**config.mk**
```make
export PLATFORM = sky130hd
export DESIGN_NAME = ub_skew_collector
export DESIGN_NICKNAME = d
export VERILOG_FILES = /design/src/rtl/ub_pkg.sv /design/src/rtl/ub_row_fifo.sv /design/src/rtl/ub_skew_collector.sv
export SDC_FILE = /design/constraint.sdc
export NUM_CORES = 1
export LEC_CHECK = 0
export ABC_CLOCK_PERIOD_IN_PS = 5600
export BUFFER_PORTS_ARGS = -buffer_cell sky130_fd_sc_hd__clkbuf_2
export CAP_MARGIN = 20
export CORE_ASPECT_RATIO = 1.4
export CORE_MARGIN = 10
export CORE_UTILIZATION = 40
export DETAILED_ROUTE_END_ITERATION = 10
export MAX_ROUTING_LAYER = met4
export PLACE_DENSITY = 0.62
export SLEW_MARGIN = 20
export SYNTH_ARGS = -nofsm -noshare
export SYNTH_HDL_FRONTEND = slang
export SYNTH_SLANG_ARGS = --single-unit
```
**constraint.sdc**
```tcl
create_clock -name clk -period 5.6 [get_ports clk]
set_clock_uncertainty 0.15 [all_clocks]
set_input_delay 1.12 -clock clk [delete_from_list [all_inputs] [get_ports clk]]
set_output_delay 1.12 -clock clk [all_outputs]
set_load 0.01 [all_outputs]
```
**src/rtl/ub_pkg.sv**
```systemverilog
// Shared types and widths for the unified-buffer skew collector and its row FIFO.
package ub_pkg;

    localparam int UB_ELEM_W = 16;
    localparam int UB_ROW_W  = 32;

    typedef enum logic [1:0] {
        IDLE,
        COLLECT,
        DRAIN
    } col_state_t;

endpackage

```
**src/rtl/ub_row_fifo.sv**
```systemverilog
// Small show-ahead synchronous FIFO for completed rows; the head entry is readable while not empty.
// Writes are refused when full unless a pop happens in the same cycle.
module ub_row_fifo
    import ub_pkg::*;
#(
    parameter int WIDTH = UB_ROW_W,
    parameter int DEPTH = 4
) (
    input  logic             clk,
    input  logic             rst,
    input  logic             i_push,
    input  logic [WIDTH-1:0] i_push_data,
    input  logic             i_pop,
    output logic [WIDTH-1:0] o_head_data,
    output logic             o_full,
    output logic             o_empty
);

    localparam int PTR_W = (DEPTH > 1) ? $clog2(DEPTH) : 1;
    localparam int CNT_W = PTR_W + 1;

    logic [PTR_W-1:0] r_wr_ptr;
    logic [PTR_W-1:0] r_rd_ptr;
    logic [CNT_W-1:0] r_count;
    logic             w_push;
    logic             w_pop;
    logic [WIDTH-1:0] w_entries [DEPTH];

    assign o_full  = (r_count == CNT_W'(DEPTH));
    assign o_empty = (r_count == '0);
    assign w_pop   = i_pop && !o_empty;
    // A full FIFO can still take a write when the head leaves in the same cycle.
    assign w_push  = i_push && (!o_full || w_pop);

    genvar gi;
    generate
        for (gi = 0; gi < DEPTH; gi++) begin : g_entry
            logic [WIDTH-1:0] r_entry;
            always_ff @(posedge clk) begin
                if (rst) begin
                    r_entry <= '0;
                end else if (w_push && (r_wr_ptr == PTR_W'(gi))) begin
                    r_entry <= i_push_data;
                end
            end
            assign w_entries[gi] = r_entry;
        end
    endgenerate

    assign o_head_data = w_entries[r_rd_ptr];

    always_ff @(posedge clk) begin
        if (rst) begin
            r_wr_ptr <= '0;
            r_rd_ptr <= '0;
            r_count  <= '0;
        end else begin
            if (w_push) begin
                r_wr_ptr <= r_wr_ptr + PTR_W'(1);
            end
            if (w_pop) begin
                r_rd_ptr <= r_rd_ptr + PTR_W'(1);
            end
            case ({w_push, w_pop})
                2'b10:   r_count <= r_count + CNT_W'(1);
                2'b01:   r_count <= r_count - CNT_W'(1);
                default: r_count <= r_count;
            endcase
        end
    end

endmodule

```
**src/rtl/ub_skew_collector.sv**
```systemverilog
// Re-pairs the staggered two-lane unified-buffer stream into 32-bit rows and queues them for downstream.
// Optional build macro UB_SKEW_COLLECTOR_TRANSPOSE_EN adds col_transpose_in to swap the row halves.
module ub_skew_collector
    import ub_pkg::*;
#(
    parameter int FIFO_DEPTH  = 4,
    parameter int ROW_LIMIT_W = 6
) (
    input  logic                   clk,
    input  logic                   rst,
    input  logic [UB_ELEM_W-1:0]   ub_data_1_in,
    input  logic [UB_ELEM_W-1:0]   ub_data_2_in,
    input  logic                   ub_valid_1_in,
    input  logic                   ub_valid_2_in,
    input  logic                   col_start_in,
    input  logic [ROW_LIMIT_W-1:0] col_num_rows_in,
`ifdef UB_SKEW_COLLECTOR_TRANSPOSE_EN
    input  logic                   col_transpose_in,
`endif
    output logic [UB_ROW_W-1:0]    row_data_out,
    output logic                   row_valid_out,
    input  logic                   row_ready_in,
    output logic                   busy_out,
    output logic                   done_out,
    output logic                   skew_err_out,
    output logic                   ovf_err_out
);

    col_state_t             r_state;
    logic [ROW_LIMIT_W-1:0] r_rows_left;
    logic [UB_ELEM_W-1:0]   r_hold;
    logic                   r_hold_v;
    logic                   r_skew_err;
    logic                   r_ovf_err;
    logic                   r_done;

    logic                   w_collect;
    logic                   w_pair;
    logic                   w_skew;
    logic                   w_pop;
    logic                   w_ovf;
    logic                   w_push;
    logic                   w_full;
    logic                   w_empty;
    logic [UB_ROW_W-1:0]    w_head;
    logic [UB_ROW_W-1:0]    w_row_out;

    assign w_collect = (r_state == COLLECT);
    assign w_pair    = w_collect && ub_valid_2_in && r_hold_v;
    // Lane 2 without a hold, or a hold left unclaimed, are both pairing faults.
    assign w_skew    = w_collect && (ub_valid_2_in != r_hold_v);
    assign w_pop     = !w_empty && row_ready_in;
    assign w_ovf     = w_pair && w_full && !w_pop;
    assign w_push    = w_pair && !w_ovf;

    ub_row_fifo #(
        .WIDTH (UB_ROW_W),
        .DEPTH (FIFO_DEPTH)
    ) u_row_fifo (
        .clk         (clk),
        .rst         (rst),
        .i_push      (w_push),
        .i_push_data ({ub_data_2_in, r_hold}),
        .i_pop       (w_pop),
        .o_head_data (w_head),
        .o_full      (w_full),
        .o_empty     (w_empty)
    );

    always_ff @(posedge clk) begin
        if (rst) begin
            r_state     <= IDLE;
            r_rows_left <= '0;
            r_hold      <= '0;
            r_hold_v    <= 1'b0;
            r_skew_err  <= 1'b0;
            r_ovf_err   <= 1'b0;
            r_done      <= 1'b0;
        end else begin
            r_done <= 1'b0;
            case (r_state)
                IDLE: begin
                    if (col_start_in) begin
                        r_rows_left <= col_num_rows_in;
                        r_skew_err  <= 1'b0;
                        r_ovf_err   <= 1'b0;
                        r_hold_v    <= 1'b0;
                        r_state     <= (col_num_rows_in == '0) ? DRAIN : COLLECT;
                    end
                end
                COLLECT: begin
                    r_hold_v <= ub_valid_1_in;
                    if (ub_valid_1_in) begin
                        r_hold <= ub_data_1_in;
                    end
                    if (w_skew) begin
                        r_skew_err <= 1'b1;
                    end
                    if (w_ovf) begin
                        r_ovf_err <= 1'b1;
                    end
                    // Dropped rows still count toward the programmed total.
                    if (w_pair) begin
                        r_rows_left <= r_rows_left - ROW_LIMIT_W'(1);
                        if (r_rows_left == ROW_LIMIT_W'(1)) begin
                            r_state  <= DRAIN;
                            r_hold_v <= 1'b0;
                        end
                    end
                end
                DRAIN: begin
                    if (w_empty) begin
                        r_done  <= 1'b1;
                        r_state <= IDLE;
                    end
                end
                default: r_state <= IDLE;
            endcase
        end
    end

`ifdef UB_SKEW_COLLECTOR_TRANSPOSE_EN
    logic r_transpose;

    always_ff @(posedge clk) begin
        if (rst) begin
            r_transpose <= 1'b0;
        end else if ((r_state == IDLE) && col_start_in) begin
            r_transpose <= col_transpose_in;
        end
    end

    assign w_row_out = r_transpose ? {w_head[UB_ELEM_W-1:0], w_head[UB_ROW_W-1:UB_ELEM_W]} : w_head;
`else
    assign w_row_out = w_head;
`endif

    assign row_data_out  = w_empty ? '0 : w_row_out;
    assign row_valid_out = !w_empty;
    assign busy_out      = (r_state != IDLE);
    assign done_out      = r_done;
    assign skew_err_out  = r_skew_err;
    assign ovf_err_out   = r_ovf_err;

endmodule
```
==> impl_metrics.env, run 1 <==
export IMPL_outcome="complete, no violations"
export IMPL_pwr_density_cell_nw_per_um2=310.3
export IMPL_portBuffers=80
export IMPL_grt_overflow_total=0
export IMPL_critPathBufInv=2
export IMPL_fin_ws_ns=1.837
export IMPL_cts_buffers_inserted=17
export IMPL_tcrit_tclk_final_pct=67.20
export IMPL_layout_area_overhead_vs_synth_pct=13.06
export IMPL_cts_clock_pin_slew_for_the_worst_setup_and_hold_paths_ns=0.06
export IMPL_antenna_cells_inserted=0
export IMPL_synth_area_per_cell_sq_um=8.509
export IMPL_final_core_utilization_pct=46.36
export IMPL_num_io_pins=81
export IMPL_floorplan_initialDensity_pct=41.00
export IMPL_synth_area_mux_share_pct=10.20
export IMPL_drt_drc_violations_left=0
export IMPL_synth_compound_area_share_pct=12.56
export IMPL_clkSinkCount=163
export IMPL_crit_fanout=19
export IMPL_crit_chain="buf_4 > mux4_2 > and2_1 > clkbuf_2"
export IMPL_path_class="reg -> out"
export IMPL_grt_setup_unrepaired="false"
export IMPL_final_antenna_net_count=0
export IMPL_dr_total_vias=5714
export IMPL_worstMarginPinSlew_ns=1.074
export IMPL_synth_cell_area_sq_um=7164
export IMPL_cts_buffer_depth=2
export IMPL_drt_pass1_iter_count=4
export IMPL_worst_vdd_ir_v=0.0001736
export IMPL_fp_dieH_um=178.4
export IMPL_slowest_delay_ns=0.75
export IMPL_globalplace_congestion=0.7562
export IMPL_initial_antenna_violation_count=0
export IMPL_yosys_warnings=0
export IMPL_worstSetupStartpointType="flop"
export IMPL_synth_adder_area_share_pct=1.502
export IMPL_synth_seq_area_share_pct=45.55
export IMPL_timing_critical_path_arrival_ns=2.49
export IMPL_nNetsFinal=932
export IMPL_cts_repair_resizes=0
export IMPL_synth_top_family_by_area="simple AND/OR/NAND/NOR gates"
export IMPL_synth_top_flop_cell="sky130_fd_sc_hd__dfxtp_1"
export IMPL_cp_slowest_cell="sky130_fd_sc_hd__dfxtp_2"
export IMPL_cellLeakagePower_nw=2.772
export IMPL_postSynthNetCount=894
export IMPL_worst_min_path_class="reg -> reg"
export IMPL_netlist_instances=842
export IMPL_final_hold_violation_count=0
export IMPL_synthArstFlopShare_pct=0
export IMPL_synth_distinct_cells=40
export IMPL_maxCapViolations=0
export IMPL_setup_tns_final_ns=0
export IMPL_ys_seq_elements=163
export IMPL_fin_worst_hold_slack_ns=0.3002
export IMPL_avgRoutedWirePerCell_um=16.46
export IMPL_maxSlewHeadroom_pct=28.37
export IMPL_detailedPlacementHpwl_um=11070
export IMPL_dieArea_sq_um=23740
export IMPL_setup_viol=0
export IMPL_max_freq_mhz=265.7
export IMPL_total_power_mw=2.514
export IMPL_fin_crit_ns=3.763
export IMPL_cp_required_ns=4.33
export IMPL_post_cts_buffers=0
export IMPL_first_global_vias=5589
export IMPL_clkLatencyLatePin_ns=0.42
export IMPL_placementRows=57
export IMPL_synth_xor_area_share_pct=0.7335
export IMPL_root_buffer="sky130_fd_sc_hd__clkbuf_16"
export IMPL_cts_tree="built"
export IMPL_critical_path_endpoint_type="output pin"
export IMPL_first_iter_violations=460
export IMPL_fraction_of_layout_cells_with_a_size_suffix_above_1_pct=17.26
export IMPL_die_w_um=133.1
export IMPL_via_per_inst=5.066
export IMPL_global_route_wire_length_before_repair_um=30020
export IMPL_postRouteWirelength_um=18560
export IMPL_grt_start_max_net_pins=64
export IMPL_globalRouteTotalUtil_pct=16.19
export IMPL_placeableCoreArea_sq_um=17470
export IMPL_finalMaxSlewViolations=0
export IMPL_cpLargestDelayFamily="flip-flops"
export IMPL_synth_simple_gate_area_share_pct=22.98
export IMPL_preCtsSetupSlack_ns=1.914
export IMPL_number_of_buffers_inserted_for_hold_repair_after_clock_tree_synthesis=0
export IMPL_number_of_enable_type_register_cells_in_the_synthesized_netlist=0
export IMPL_cts_htree_levels=4
Yosys cell counts (2+ instances only):
library cell / number / area (sq um)
sky130_fd_sc_hd__a21oi_1: 156 / 780.8
sky130_fd_sc_hd__and2_1: 37 / 231.5
sky130_fd_sc_hd__and3_4: 4 / 45.04
sky130_fd_sc_hd__buf_2: 14 / 70.07
sky130_fd_sc_hd__buf_4: 11 / 82.58
sky130_fd_sc_hd__buf_6: 16 / 180.2
sky130_fd_sc_hd__clkbuf_1: 24 / 90.09
sky130_fd_sc_hd__dfxtp_1: 163 / 3263
sky130_fd_sc_hd__ha_1: 7 / 87.58
sky130_fd_sc_hd__inv_1: 11 / 41.29
sky130_fd_sc_hd__mux4_2: 32 / 720.7
sky130_fd_sc_hd__nand2_1: 297 / 1115
sky130_fd_sc_hd__nand2b_1: 3 / 18.77
sky130_fd_sc_hd__nand3_2: 4 / 40.04
sky130_fd_sc_hd__nor2_1: 16 / 60.06
sky130_fd_sc_hd__nor3_1: 5 / 25.02
sky130_fd_sc_hd__nor3b_1: 2 / 15.01
sky130_fd_sc_hd__nor4b_1: 2 / 17.52
sky130_fd_sc_hd__o211ai_1: 2 / 15.01
sky130_fd_sc_hd__o21ai_0: 11 / 55.05
sky130_fd_sc_hd__or3_1: 2 / 12.51
sky130_fd_sc_hd__xnor2_1: 3 / 26.28
sky130_fd_sc_hd__xor2_1: 3 / 26.28
flip-flops by register name, indices dropped and copies added, names as in the netlist, 2 cells and up:
| register | flops |
|---|---|
| r_hold | 16 |
| r_rows_left | 6 |
| r_state | 2 |
| u_row_fifo.g_entry.r_entry | 128 |
| u_row_fifo.r_count | 3 |
| u_row_fifo.r_rd_ptr | 2 |
| u_row_fifo.r_wr_ptr | 2 |
path summary, 6_finish.rpt:
check	depth (start not counted)	slack [ns]	endpoint	from
setup / recovery	4	1.84	row_data_out[0]	u_row_fifo.r_rd_ptr[0]
hold / removal	2	0.30	u_row_fifo.g_entry[0].r_entry[8]	u_row_fifo.g_entry[0].r_entry[8]
setup reg to reg	9	2.74	u_row_fifo.r_count[2]	u_row_fifo.r_count[0]
hold reg to reg	2	0.30	u_row_fifo.g_entry[0].r_entry[8]	u_row_fifo.g_entry[0].r_entry[8]
cells in the final DEF (no fill, tap or decap), types with 3 or more instances in the layout:
cell type                    count
sky130_fd_sc_hd__clkbuf_1        3
sky130_fd_sc_hd__nor2_1         16
sky130_fd_sc_hd__inv_1          10
sky130_fd_sc_hd__xnor2_1         3
sky130_fd_sc_hd__nand3_2         4
sky130_fd_sc_hd__clkinv_2        3
sky130_fd_sc_hd__and3_4          4
sky130_fd_sc_hd__o21ai_0        11
sky130_fd_sc_hd__nand2_1       297
sky130_fd_sc_hd__clkbuf_16      17
sky130_fd_sc_hd__mux4_2         32
sky130_fd_sc_hd__bufinv_16       4
sky130_fd_sc_hd__nand2b_1        3
sky130_fd_sc_hd__clkinvlp_4      3
sky130_fd_sc_hd__clkbuf_2       79
sky130_fd_sc_hd__xor2_1          3
sky130_fd_sc_hd__buf_4           4
sky130_fd_sc_hd__and2_1         37
sky130_fd_sc_hd__ha_1            7
sky130_fd_sc_hd__a21oi_1       156
sky130_fd_sc_hd__dfxtp_1       161
sky130_fd_sc_hd__nor3_1          5
through the flow:
stage	cells	cell area, sq um
2_1_floorplan	842	7164
3_3_place_gp	1096	7465
3_5_place_dp	1096	7465
4_1_cts	1127	8073
5_1_grt	1128	8100
6_report	1128	8100
power breakdown:
group          internal, mW  leakage (nW)  switching (mW)
logic                0.0405          1.17          0.0700
clock network         0.753         0.289           0.461
registers              1.17          1.32          0.0171
total                  1.97          2.77           0.548
layout make-up:
cell class / count / area, sq um
multi-input cells: 603 / 3437
inverters: 11 / 41.29
clock buffers: 21 / 450.4
clock inverters: 10 / 157.7
flip-flops and latches: 163 / 3266
well taps: 236 / 295.3
fillers: 1750 / 9373
repair buffers: 84 / 452.9
per-layer routing:
| layer | track usage [%] | vias to the layer above | share of wire [%] |
|---|---|---|---|
| met2 | 27.56 | 102 | 52 |
| li1 | - | 2875 | - |
| met1 | 19.13 | 2718 | 44 |
| met4 | 4.591 | 0 | 1.1 |
| met5 | - | - | 0 |
| met3 | 3.153 | 19 | 3.1 |
kinds of logic after synthesis:
kind of cell,count (synthesis)
buffers and inverters,76
and+or+nand+nor,381
xor gates and xnor gates,6
AOI/OAI and AO/OA,175
muxes,33
adders and majority gates,8
DFF,163
worst reg2reg max path: stages, from the launching register on:
cell and delay (ns):
sky130_fd_sc_hd__dfxtp_1 0.34, sky130_fd_sc_hd__or4b_1 0.73, sky130_fd_sc_hd__and2_1 0.29, sky130_fd_sc_hd__inv_1 0.07
sky130_fd_sc_hd__ha_1 0.17, sky130_fd_sc_hd__inv_1 0.06, sky130_fd_sc_hd__fa_1 0.37, sky130_fd_sc_hd__xor2_1 0.16
sky130_fd_sc_hd__or3_1 0.32, sky130_fd_sc_hd__a21oi_1 0.14
Power figures use the tool's default switching activity.
==> run 2: changes to the inputs <==
ABC_AREA = 1   (was default)
ABC_CLOCK_PERIOD_IN_PS = 3500   (was 5600)
clock period = 3.5 ns   (was 5.6 ns; I/O delays follow)
==> run 2 against run 1 <==
  * Via count grew 9.1%
  * Critical path depth grew 2
  * Combinational power grew to 5.3 times the previous value
  * Clock power grew 41%
  * Setup slack lost 1.3 ns
  * Final cell count grew 12%
  * Hold slack lost 0.0096 ns
  * Synthesized area grew 1.6%
  * Sequential power grew 69%
  * Global-route usage shrank 0.90 points
==> impl_metrics.env, run 2 <==
export IMPL_outcome="complete, no violations"
export IMPL_post_cts_buffers=0
export IMPL_finalMaxSlewViolations=0
export IMPL_synth_top_flop_cell="sky130_fd_sc_hd__dfxtp_1"
export IMPL_grt_start_max_net_pins=93
export IMPL_clkLatencyLatePin_ns=0.42
export IMPL_synth_top_area_cell="sky130_fd_sc_hd__dfxtp_1"
export IMPL_final_antenna_net_count=0
export IMPL_registers_top_by_ff_count="u_row_fifo.g_entry.r_entry"
export IMPL_initial_antenna_violation_count=0
export IMPL_placementRows=58
export IMPL_pwr_density_cell_nw_per_um2=525.2
export IMPL_die_w_um=134.0
export IMPL_avgRoutedWirePerCell_um=13.94
export IMPL_worst_min_path_class="reg -> reg"
export IMPL_switching_power_mw=1.244
export IMPL_tcrit_tclk_final_pct=83.68
export IMPL_synth_area_per_cell_sq_um=7.528
export IMPL_synth_simple_gate_area_share_pct=7.339
export IMPL_synth_seq_area_share_pct=44.83
export IMPL_floorplan_initialDensity_pct=40.61
export IMPL_synthArstFlopShare_pct=0
export IMPL_drt_drc_violations_left=0
export IMPL_maxCapViolations=0
export IMPL_setup_viol=0
export IMPL_synth_compound_area_share_pct=32.21
export IMPL_cts_repair_resizes=0
export IMPL_synth_most_common_cell="sky130_fd_sc_hd__a21oi_1"
export IMPL_worstMarginPinSlew_ns=0.7557
export IMPL_first_iter_violations=400
export IMPL_worst_vdd_ir_v=0.0003827
export IMPL_worstSetupStartpointType="flop"
export IMPL_maxSlewHeadroom_pct=49.62
export IMPL_dieArea_sq_um=24070
export IMPL_grt_setup_unrepaired="false"
export IMPL_cts_htree_levels=4
export IMPL_root_buffer="sky130_fd_sc_hd__clkbuf_16"
export IMPL_synth_top_family_by_area="compound AO/OA/AOI/OAI gates"
export IMPL_netlist_instances=967
export IMPL_layout_area_overhead_vs_synth_pct=12.63
export IMPL_synth_xor_area_share_pct=0.1203
export IMPL_preCtsSetupSlack_ns=0.8431
export IMPL_largest_register_ff_count=128
export IMPL_synthDominantCellAreaShare_pct=44.83
export IMPL_clkSinkCount=163
export IMPL_via_per_inst=4.926
export IMPL_largest_registers="u_row_fifo.g_entry.r_entry: 128 flops, r_hold: 16 flops, r_rows_left: 6 flops"
export IMPL_globalplace_congestion=0.7755
export IMPL_fraction_of_layout_cells_with_a_size_suffix_above_1_pct=13.84
export IMPL_dr_total_vias=6236
export IMPL_portBuffers=80
export IMPL_cts_buffer_depth=2
export IMPL_max_freq_mhz=341.4
export IMPL_p_comb_share_pct=13.5
export IMPL_cts_clock_pin_slew_for_the_worst_setup_and_hold_paths_ns=0.06
export IMPL_num_io_pins=81
export IMPL_cp_required_ns=2.65
export IMPL_layout_cells_most_common="sky130_fd_sc_hd__a21oi_1"
export IMPL_drt_pass1_iter_count=5
export IMPL_final_hold_violation_count=0
export IMPL_ys_seq_elements=163
export IMPL_path_class="reg -> out"
export IMPL_synth_cell_area_sq_um=7279
export IMPL_grt_overflow_total=0
export IMPL_swShare_pct=28.88
export IMPL_number_of_enable_type_register_cells_in_the_synthesized_netlist=0
export IMPL_fp_dieH_um=179.6
export IMPL_fin_crit_ns=2.929
export IMPL_fin_ws_ns=0.5712
export IMPL_synth_adder_area_share_pct=1.478
export IMPL_synth_distinct_cells=34
export IMPL_layout_common_cells="253 x sky130_fd_sc_hd__a21oi_1, 162 x sky130_fd_sc_hd__dfxtp_1, 146 x sky130_fd_sc_hd__inv_1"
export IMPL_first_global_vias=5978
export IMPL_cellLeakagePower_nw=2.836
export IMPL_clockPowerShare_pct=39.8
export IMPL_cell_internal_pwr_mw=3.063
export IMPL_placeableCoreArea_sq_um=17920
export IMPL_postRouteWirelength_um=17650
export IMPL_detailedPlacementHpwl_um=11050
export IMPL_nNetsFinal=1065
export IMPL_cts_buffers_inserted=17
export IMPL_pwr_share_seq_pct=46.6
export IMPL_synth_area_mux_share_pct=0
export IMPL_synth_top_cells_by_area="sky130_fd_sc_hd__dfxtp_1 45%, sky130_fd_sc_hd__a21oi_1 17%, sky130_fd_sc_hd__o21ai_1 7.6%"
export IMPL_yosys_warnings=0
export IMPL_synth_commonest_cells="253 x sky130_fd_sc_hd__a21oi_1, 163 x sky130_fd_sc_hd__dfxtp_1, 147 x sky130_fd_sc_hd__inv_1, 111 x sky130_fd_sc_hd__o21ai_1, 96 x sky130_fd_sc_hd__o21ai_0"
export IMPL_globalRouteTotalUtil_pct=15.29
export IMPL_cts_tree="built"
export IMPL_timing_critical_path_arrival_ns=2.08
export IMPL_setup_tns_final_ns=0
export IMPL_crit_fanout=23
export IMPL_critical_path_endpoint_type="output pin"
export IMPL_postSynthNetCount=1019
export IMPL_antenna_cells_inserted=0
export IMPL_number_of_buffers_inserted_for_hold_repair_after_clock_tree_synthesis=0
export IMPL_global_route_wire_length_before_repair_um=29820
run 2: power by group through the flow:
stage               Clock [mW]  Sequential [mW]  Combinational, mW
floorplan                    0             2.03              0.440
global placement             0             2.05              0.581
detailed placement           0             2.05              0.584
CTS                       1.76             2.01              0.587
global route              1.83             2.02              0.676
finish                    1.71             2.01              0.583
run 2: per-stage QoR:
stage	hold WS (ns)	instance area, sq um	utilization [%]	instances	power (mW)
6_report	0.2905	8199	45.74	1266	4.306
5_1_grt	0.3048	8199	45.74	1266	4.528
4_1_cts	0.2922	8199	45.74	1266	4.353
3_5_place_dp	0.2817	7655	42.71	1234	2.634
3_3_place_gp	0.2781	7655	42.71	1234	2.631
2_1_floorplan	0.2701	7279	-	967	2.470
run 2: final timing paths:
| check | to | cells past startpoint | from | slack, ns |
|---|---|---|---|---|
| max | row_data_out[23] | 6 | u_row_fifo.r_rd_ptr[1] | 0.57 |
| min | u_row_fifo.g_entry[0].r_entry[6] | 2 | u_row_fifo.g_entry[0].r_entry[6] | 0.29 |
| max reg2reg | u_row_fifo.r_count[2] | 12 | u_row_fifo.r_count[2] | 1.03 |
| min reg2reg | u_row_fifo.g_entry[0].r_entry[6] | 2 | u_row_fifo.g_entry[0].r_entry[6] | 0.29 |
run 2: metal layers:
| metal | global-route usage (%) | routed length, um | part of all wire, % |
|---|---|---|---|
| met5 | - | 0 | 0 |
| met4 | 4.278 | 218 | 1.2 |
| met3 | 2.762 | 425 | 2.4 |
| met2 | 25.58 | 8797 | 50 |
| met1 | 18.39 | 8211 | 47 |
run 2: cell families after synthesis:
| family | after synthesis |
|---|---|
| adder cells (fa/ha/maj) | 8 |
| flip-flops | 163 |
| buffers and inverters | 220 |
| AO/OA/AOI/OAI | 466 |
| AND/OR/NAND/NOR | 109 |
| XOR/XNOR | 1 |
run 2: final cells by class:
class	count	area, sq um
clock buffer	19	442.9
clock inverter	13	101.3
inverter	153	576.8
tap	240	300.3
multi-input combinational	584	2995
fill	1889	9726
timing repair buffer	94	518.0
sequential	163	3264
run 2: worst max-delay path: stages, from the launching register on:
cell and delay [ns]:
sky130_fd_sc_hd__dfxtp_1 0.33, sky130_fd_sc_hd__clkinv_1 0.33, sky130_fd_sc_hd__buf_4 0.38, sky130_fd_sc_hd__a21oi_1 0.14, sky130_fd_sc_hd__o21ai_0 0.15, sky130_fd_sc_hd__a21oi_1 0.18, sky130_fd_sc_hd__clkbuf_2 0.16
